`src/rtl/tdc_pkg.sv`:
```
// rtl/tdc_pkg.sv - shared FSM encoding, LFSR constants and helpers for the TDC hit generator
//
// Contents:
//   state_t    : sequencer states IDLE / HIGH / LOW / GAP / FINISH
//   LFSR_TAPS  : Galois tap mask for x^16 + x^14 + x^13 + x^11 + 1 (right-shifting form)
//   LFSR_SEED  : default LFSR reset value
//   max3       : elaboration-time helper for sizing the shared phase counter
package tdc_pkg;

    typedef enum logic [2:0] {
        ST_IDLE   = 3'd0,
        ST_HIGH   = 3'd1,
        ST_LOW    = 3'd2,
        ST_GAP    = 3'd3,
        ST_FINISH = 3'd4
    } state_t;

    localparam logic [15:0] LFSR_TAPS = 16'hB400;
    localparam logic [15:0] LFSR_SEED = 16'hACE1;

    function automatic int max3(input int a, input int b, input int c);
        int m;
        m = (a > b) ? a : b;
        return (m > c) ? m : c;
    endfunction

endpackage

```
`src/rtl/tdc_lfsr16.sv`:
```
// rtl/tdc_lfsr16.sv - 16-bit Galois LFSR used as the pulse-width jitter source
//
// Ports:
//   clk : system clock, rising edge
//   rst : synchronous active-high reset, loads SEED
//   en  : advance one step this cycle
//   q   : current LFSR state
module tdc_lfsr16 import tdc_pkg::*; #(
    parameter logic [15:0] SEED = LFSR_SEED
) (
    input  logic        clk,
    input  logic        rst,
    input  logic        en,
    output logic [15:0] q
);

    always_ff @(posedge clk) begin
        if (rst) begin
            q <= SEED;
        end else if (en) begin
            // Shift right; when the bit falling out is 1, fold the taps back in.
            q <= {1'b0, q[15:1]} ^ (q[0] ? LFSR_TAPS : 16'h0000);
        end
    end

endmodule

```
`src/rtl/tdc_hit_gen.sv`:
```
// rtl/tdc_hit_gen.sv - programmable burst/continuous hit pulse generator with width jitter
//
// Ports:
//   clk       : system clock, rising edge
//   rst       : synchronous active-high reset, dominates every input
//   start     : one-cycle request to begin a sequence (honoured only in IDLE)
//   abort     : ends a running sequence at the next edge
//   mode_cont : 0 = burst of NUM_HITS pulses, 1 = run until abort
//   mode_rr   : 0 = all enabled channels together, 1 = round-robin over enabled channels
//   ch_mask   : channel enables, captured with an accepted start
//   hit       : registered hit pulses
//   busy      : sequence running (HIGH/LOW/GAP)
//   done      : one-cycle pulse after the FINISH state
//   hit_count : completed pulses in the current/last sequence, wraps at 2^16
module tdc_hit_gen import tdc_pkg::*; #(
    parameter int          NUM_CH   = 4,
    parameter int          NUM_HITS = 32,
    parameter int          HIGH_CYC = 20,
    parameter int          LOW_CYC  = 20,
    parameter int          GAP_CYC  = 10,
    parameter int          JIT_W    = 5,
    parameter logic [15:0] SEED     = LFSR_SEED
) (
    input  logic              clk,
    input  logic              rst,
    input  logic              start,
    input  logic              abort,
    input  logic              mode_cont,
    input  logic              mode_rr,
    input  logic [NUM_CH-1:0] ch_mask,
    output logic [NUM_CH-1:0] hit,
    output logic              busy,
    output logic              done,
    output logic [15:0]       hit_count
);

    localparam int          LEN_MAX  = max3(HIGH_CYC + (1 << JIT_W), LOW_CYC, GAP_CYC);
    localparam int          CNT_W    = $clog2(LEN_MAX + 1);
    localparam int          PTR_W    = (NUM_CH > 1) ? $clog2(NUM_CH) : 1;
    localparam logic [15:0] JIT_MASK = 16'((32'd1 << JIT_W) - 32'd1);

    state_t             state_q, state_d;
    logic [CNT_W-1:0]   cnt_q, cnt_d;
    logic [NUM_CH-1:0]  mask_q, mask_d;
    logic               cont_q, cont_d;
    logic               rr_q, rr_d;
    logic [PTR_W-1:0]   ptr_q, ptr_d;
    logic [15:0]        count_d;
    logic [NUM_CH-1:0]  hit_d;
    logic               busy_d, done_d;
    logic               lfsr_en;
    logic [15:0]        lfsr_q;
    logic [CNT_W-1:0]   high_len;
    logic               enter_high, seq_next;

    tdc_lfsr16 #(.SEED(SEED)) u_lfsr (
        .clk (clk),
        .rst (rst),
        .en  (lfsr_en),
        .q   (lfsr_q)
    );

    // Counter holds (length - 1) so a phase ends on the cycle it reads zero.
    assign high_len = CNT_W'(HIGH_CYC - 1) + CNT_W'(lfsr_q & JIT_MASK);

    // First set bit strictly after 'from', wrapping MSB to LSB. Passing
    // from = NUM_CH-1 yields the lowest set bit.
    function automatic logic [PTR_W-1:0] next_set(input logic [NUM_CH-1:0] m, input int from);
        logic [PTR_W-1:0] r;
        int idx;
        r = '0;
        for (int i = NUM_CH; i >= 1; i--) begin
            idx = (from + i) % NUM_CH;
            if (m[idx]) r = PTR_W'(idx);
        end
        return r;
    endfunction

    always_comb begin
        state_d    = state_q;
        cnt_d      = cnt_q;
        mask_d     = mask_q;
        cont_d     = cont_q;
        rr_d       = rr_q;
        ptr_d      = ptr_q;
        count_d    = hit_count;
        lfsr_en    = 1'b0;
        enter_high = 1'b0;
        seq_next   = 1'b0;

        case (state_q)
            ST_IDLE: begin
                if (start && !abort) begin
                    count_d = '0;
                    if (|ch_mask) begin
                        mask_d     = ch_mask;
                        cont_d     = mode_cont;
                        rr_d       = mode_rr;
                        ptr_d      = next_set(ch_mask, NUM_CH - 1);
                        enter_high = 1'b1;
                    end else begin
                        state_d = ST_FINISH;
                    end
                end
            end
            ST_HIGH: begin
                if (cnt_q == '0) begin
                    state_d = ST_LOW;
                    cnt_d   = CNT_W'(LOW_CYC - 1);
                    count_d = hit_count + 16'd1;
                    ptr_d   = next_set(mask_q, int'(ptr_q));
                end else begin
                    cnt_d = cnt_q - 1'b1;
                end
            end
            ST_LOW: begin
                if (cnt_q == '0) begin
                    if (GAP_CYC > 0) begin
                        state_d = ST_GAP;
                        cnt_d   = CNT_W'(GAP_CYC - 1);
                    end else begin
                        seq_next = 1'b1;
                    end
                end else begin
                    cnt_d = cnt_q - 1'b1;
                end
            end
            ST_GAP: begin
                if (cnt_q == '0) seq_next = 1'b1;
                else             cnt_d    = cnt_q - 1'b1;
            end
            ST_FINISH: state_d = ST_IDLE;
            default:   state_d = ST_IDLE;
        endcase

        if (seq_next) begin
            if (!cont_q && hit_count == 16'(NUM_HITS)) state_d = ST_FINISH;
            else                                       enter_high = 1'b1;
        end

        // The LFSR steps exactly once per HIGH entry; the value before the step sets the width.
        if (enter_high) begin
            state_d = ST_HIGH;
            cnt_d   = high_len;
            lfsr_en = 1'b1;
        end

        // Abort freezes the count, so a truncated pulse is never counted.
        if (abort && (state_q == ST_HIGH || state_q == ST_LOW || state_q == ST_GAP)) begin
            state_d = ST_FINISH;
            cnt_d   = cnt_q;
            count_d = hit_count;
            ptr_d   = ptr_q;
            lfsr_en = 1'b0;
        end

        hit_d = '0;
        if (state_d == ST_HIGH) hit_d = rr_d ? (NUM_CH'(1) << ptr_d) : mask_d;
        busy_d = (state_d == ST_HIGH) || (state_d == ST_LOW) || (state_d == ST_GAP);
        done_d = (state_q == ST_FINISH);
    end

    always_ff @(posedge clk) begin
        if (rst) begin
            state_q   <= ST_IDLE;
            cnt_q     <= '0;
            mask_q    <= '0;
            cont_q    <= 1'b0;
            rr_q      <= 1'b0;
            ptr_q     <= '0;
            hit_count <= '0;
            hit       <= '0;
            busy      <= 1'b0;
            done      <= 1'b0;
        end else begin
            state_q   <= state_d;
            cnt_q     <= cnt_d;
            mask_q    <= mask_d;
            cont_q    <= cont_d;
            rr_q      <= rr_d;
            ptr_q     <= ptr_d;
            hit_count <= count_d;
            hit       <= hit_d;
            busy      <= busy_d;
            done      <= done_d;
        end
    end

endmodule
```
`config.mk`:
```
export PLATFORM = sky130hd
export DESIGN_NAME = tdc_hit_gen
export DESIGN_NICKNAME = d
export VERILOG_FILES = /design/src/rtl/tdc_pkg.sv /design/src/rtl/tdc_lfsr16.sv /design/src/rtl/tdc_hit_gen.sv
export SDC_FILE = /design/constraint.sdc
export NUM_CORES = 1
export LEC_CHECK = 0
export ABC_CLOCK_PERIOD_IN_PS = 5100
export CAP_MARGIN = 20
export CORE_ASPECT_RATIO = 1.4
export CORE_MARGIN = 1.5
export CORE_UTILIZATION = 58
export CTS_CLUSTER_SIZE = 10
export DETAILED_ROUTE_END_ITERATION = 7
export GPL_ROUTABILITY_DRIVEN = 1
export PLACE_DENSITY = 0.82
export SLEW_MARGIN = 30
export SYNTH_ARGS = -nofsm -noshare
export SYNTH_HDL_FRONTEND = slang
export SYNTH_SLANG_ARGS = --single-unit
```
`constraint.sdc`:
```
create_clock -name clk -period 5.1 [get_ports clk]
set_clock_uncertainty 0.1 [all_clocks]
set_input_delay 0.765 -clock clk [delete_from_list [all_inputs] [get_ports clk]]
set_output_delay 0.765 -clock clk [all_outputs]
set_load 0.03 [all_outputs]
```
==> impl_metrics.ini <==
[status]
status = finished, final reports clean

[drt]
vias_per_cell = 5.79
routedWlPerCell_um = 14.2
ant_nets = 0
drc = 0
wirelength_um = 6010
dr.first_iter.drc_count = 150
via_count = 2450
drtPass1Iterations = 4

[worst_setup_path]
crit_arrival_ns = 3.39
crit_chain = clkdlybuf4s50_1, or4_4, nand3_2, o21a_1, or2_1, nor2_1, a2111oi_2
worstSetupEndpointType = register
crit_path_max_fanout = 19
r2r_start = hit_count[0]$_SDFFE_PP0P_
critical_path_required_ns = 5.22
crit_slowest_cell = or4_4
cp_top_family = simple AND/OR/NAND/NOR gates
crit_type = input port to register
rr_worst_depth = 8
start_kind = input port
reg2reg_slack_ns = 2.30
max_stage_delay_ns = 0.56
reg2reg_to = cnt_q[0]$_SDFFE_PP0P_
path_buf_inv = 1

[grt]
grt_first_pass_wirelength_um = 10500
grt-ovfl-total = 0
grt_pass1_vias = 2342
antenna_found_initial = 0
grt_max_degree = 40
grt.total_usage_pct = 23.9

[floorplan]
start_util_pct = 60.2
ios = 32
die_h_um = 86.5
coreArea_um2 = 4800
rows = 30
fp.dieArea_um2 = 5420
die_x_um = 62.7

[clocking]
cts.htree.levels = 2
clockBufferDepth = 2
cts_tree = yes
cts_setup_buffers = 0
clock-sinks = 55
cts_buffers = 5
cts-hold-fix-buffers = 0
clkSlewWorstSetupHoldPaths_ns = 0.10
clock_latency_ns = 0.32
root_buffer = clkbuf_8
cts_resized = 0

[pwr]
powerDensity_nw_per_um2 = 283
p_leak_nw = 1.21
ir_worst_vdd_v = 0.000221
total_power_w = 0.000935

[synthesis]
ys_types = 69
yosysTopAreaCellShare_pct = 38.1
synth-xor-area-share_pct = 6.67
ys_async_sr_fraction_pct = 0
synthAdderAreaFrac_pct = 2.16
ys_seq_elements = 55
syn_nets = 347
synth-compound-area-share_pct = 16.7
yosys.area_share.simple_pct = 30.1
netlist_area_um2 = 2890
synthTopCellsByArea = dfxtp_1 (38%), nand2_1 (5.1%), nor2_1 (5.1%)
ys_seq_area_share_pct = 38.1
yosysTopAreaCell = dfxtp_1
synth_mux_area_share_pct = 1.90
avgSynthCellArea_um2 = 8.71
synth_top_family_by_area = simple AND/OR/NAND/NOR gates
synth_edf_count = 0
syn_inst = 332
ys.flop_type = dfxtp_1
ys_warn_count = 0

[sta]
max_freq_ghz = 0.305
min_period_over_period_pct = 64.3
rsz0062_at_grt = no
fin_ws_ns = 1.82
setup_violations = 0
worst_slew_pin_slew_ns = 0.716
slew_violations = 0
fin_crit_ns = 3.28
hold_violations = 0
max_slew_margin_pct = 52.0
final.setup.tns_ns = 0

[layout]
n_antenna_cell = 0
drive_gt1_share_pct = 10.0
nets = 373
syn2layout_area_growth_pct = 14.5

[placed_design]
gp_congestion = 0.822
place_ws_ns = 1.51
numPortBuffers = 31
place_hpwl_um = 4500

[run]
maxCapViolCount = 0

[hold_path]
holdPathEnd = u_lfsr.q[8]$_SDFFE_PP0P_
hold_path_startpoint = u_lfsr.q[9]$_SDFFE_PP0P_
hold_depth = 2
hold_class = register to register
per-layer routing:
layer | GRT usage (%) | part of all wire [%]
met1 | 26.7 | 42
met2 | 43.2 | 52
met3 | 4.42 | 2.7
met4 | 12.5 | 3.5
met5 | 0 | 0
power by group:
part           internal, W  leakage (nW)  switching (W)  total (W)
clock            0.0000990        0.0454       0.000148   0.000247
combinational    0.0000906         0.720       0.000120   0.000211
sequential        0.000452         0.448      0.0000253   0.000477
total             0.000642          1.21       0.000294   0.000935
layout by cell type, fill, tap and decap left out, drive strengths merged, types with 5 or more instances in the layout:
| master | count |
|---|---|
| clkdlybuf4s50 | 31 |
| nor2 | 44 |
| nand4 | 6 |
| a21oi | 21 |
| ha | 5 |
| xor2 | 10 |
| nand2 | 39 |
| o211ai | 5 |
| nor4 | 6 |
| nor3 | 11 |
| nor2b | 5 |
| nor3b | 5 |
| inv | 13 |
| xnor2 | 12 |
| nand3b | 6 |
| dfxtp | 55 |
| nand3 | 11 |
| clkbuf | 6 |
| a211o | 5 |
registers in the layout, summed over array words and instances (netlist names):
register,count
hit_count,16
u_lfsr.q,16
cnt_q,6
hit,4
mask_q,4
state_q,3
ptr_q,2
busy,1
cont_q,1
done,1
rr_q,1
layout make-up:
cell class | instances | area (um^2)
timing repair buffer | 33 | 325
multi-input combinational | 250 | 1660
inverter | 13 | 48.8
tap | 64 | 80.1
fill | 430 | 1500
clock inverter | 2 | 17.5
sequential | 55 | 1100
clock buffer | 6 | 72.6
cells by family after synthesis:
family                   count (synthesis)
AO/OA/AOI/OAI                           65
XOR/XNOR                                22
adder cells (fa/ha/maj)                  5
buffers and inverters                   27
flip-flops                              55
multiplexers                             5
AND/OR/NAND/NOR                        153
stage by stage:
step / hold WS [ns] / cell area [um^2] / util (%) / instances
after detailed placement: 0.346 / 3220 / 67.0 / 415
after global placement: 0.338 / 3220 / 67.0 / 415
after global routing: 0.383 / 3310 / 68.9 / 423
after floorplan: 0.332 / 2890 / - / 332
final: 0.359 / 3310 / 68.9 / 423
after CTS: 0.361 / 3310 / 68.9 / 423
how the worst max path moves through the flow:
stage	start	end	slack [ns]	depth (start not counted)
3_5_place_dp	ch_mask[2]	cnt_q[0]$_SDFFE_PP0P_	1.51	7
2_1_floorplan	ch_mask[2]	hit[2]$_SDFF_PP0_	2.64	6
3_3_place_gp	ch_mask[1]	cnt_q[0]$_SDFFE_PP0P_	1.54	7
4_1_cts	ch_mask[2]	cnt_q[0]$_SDFFE_PP0P_	1.83	7
6_report	ch_mask[2]	cnt_q[0]$_SDFFE_PP0P_	1.82	7
5_1_grt	ch_mask[1]	cnt_q[0]$_SDFFE_PP0P_	1.56	7
Yosys cell counts, drive strengths merged (6+ instances only):
master / n
xor2: 10
nand2: 39
nor2: 44
nor3: 11
dfxtp: 55
inv: 13
buf: 7
clkbuf: 7
nand3: 11
a21oi: 21
xnor2: 12
nand4: 6
nor4: 6
nand3b: 6
tightest hold or removal path, delay by kind of cell, from the launching register on:
family	cells	cell delay [ns]
AO/OA/AOI/OAI	1	0.05
flip-flops	1	0.32
AND/OR/NAND/NOR	1	0.05
(Power assumes the default switching activity.)
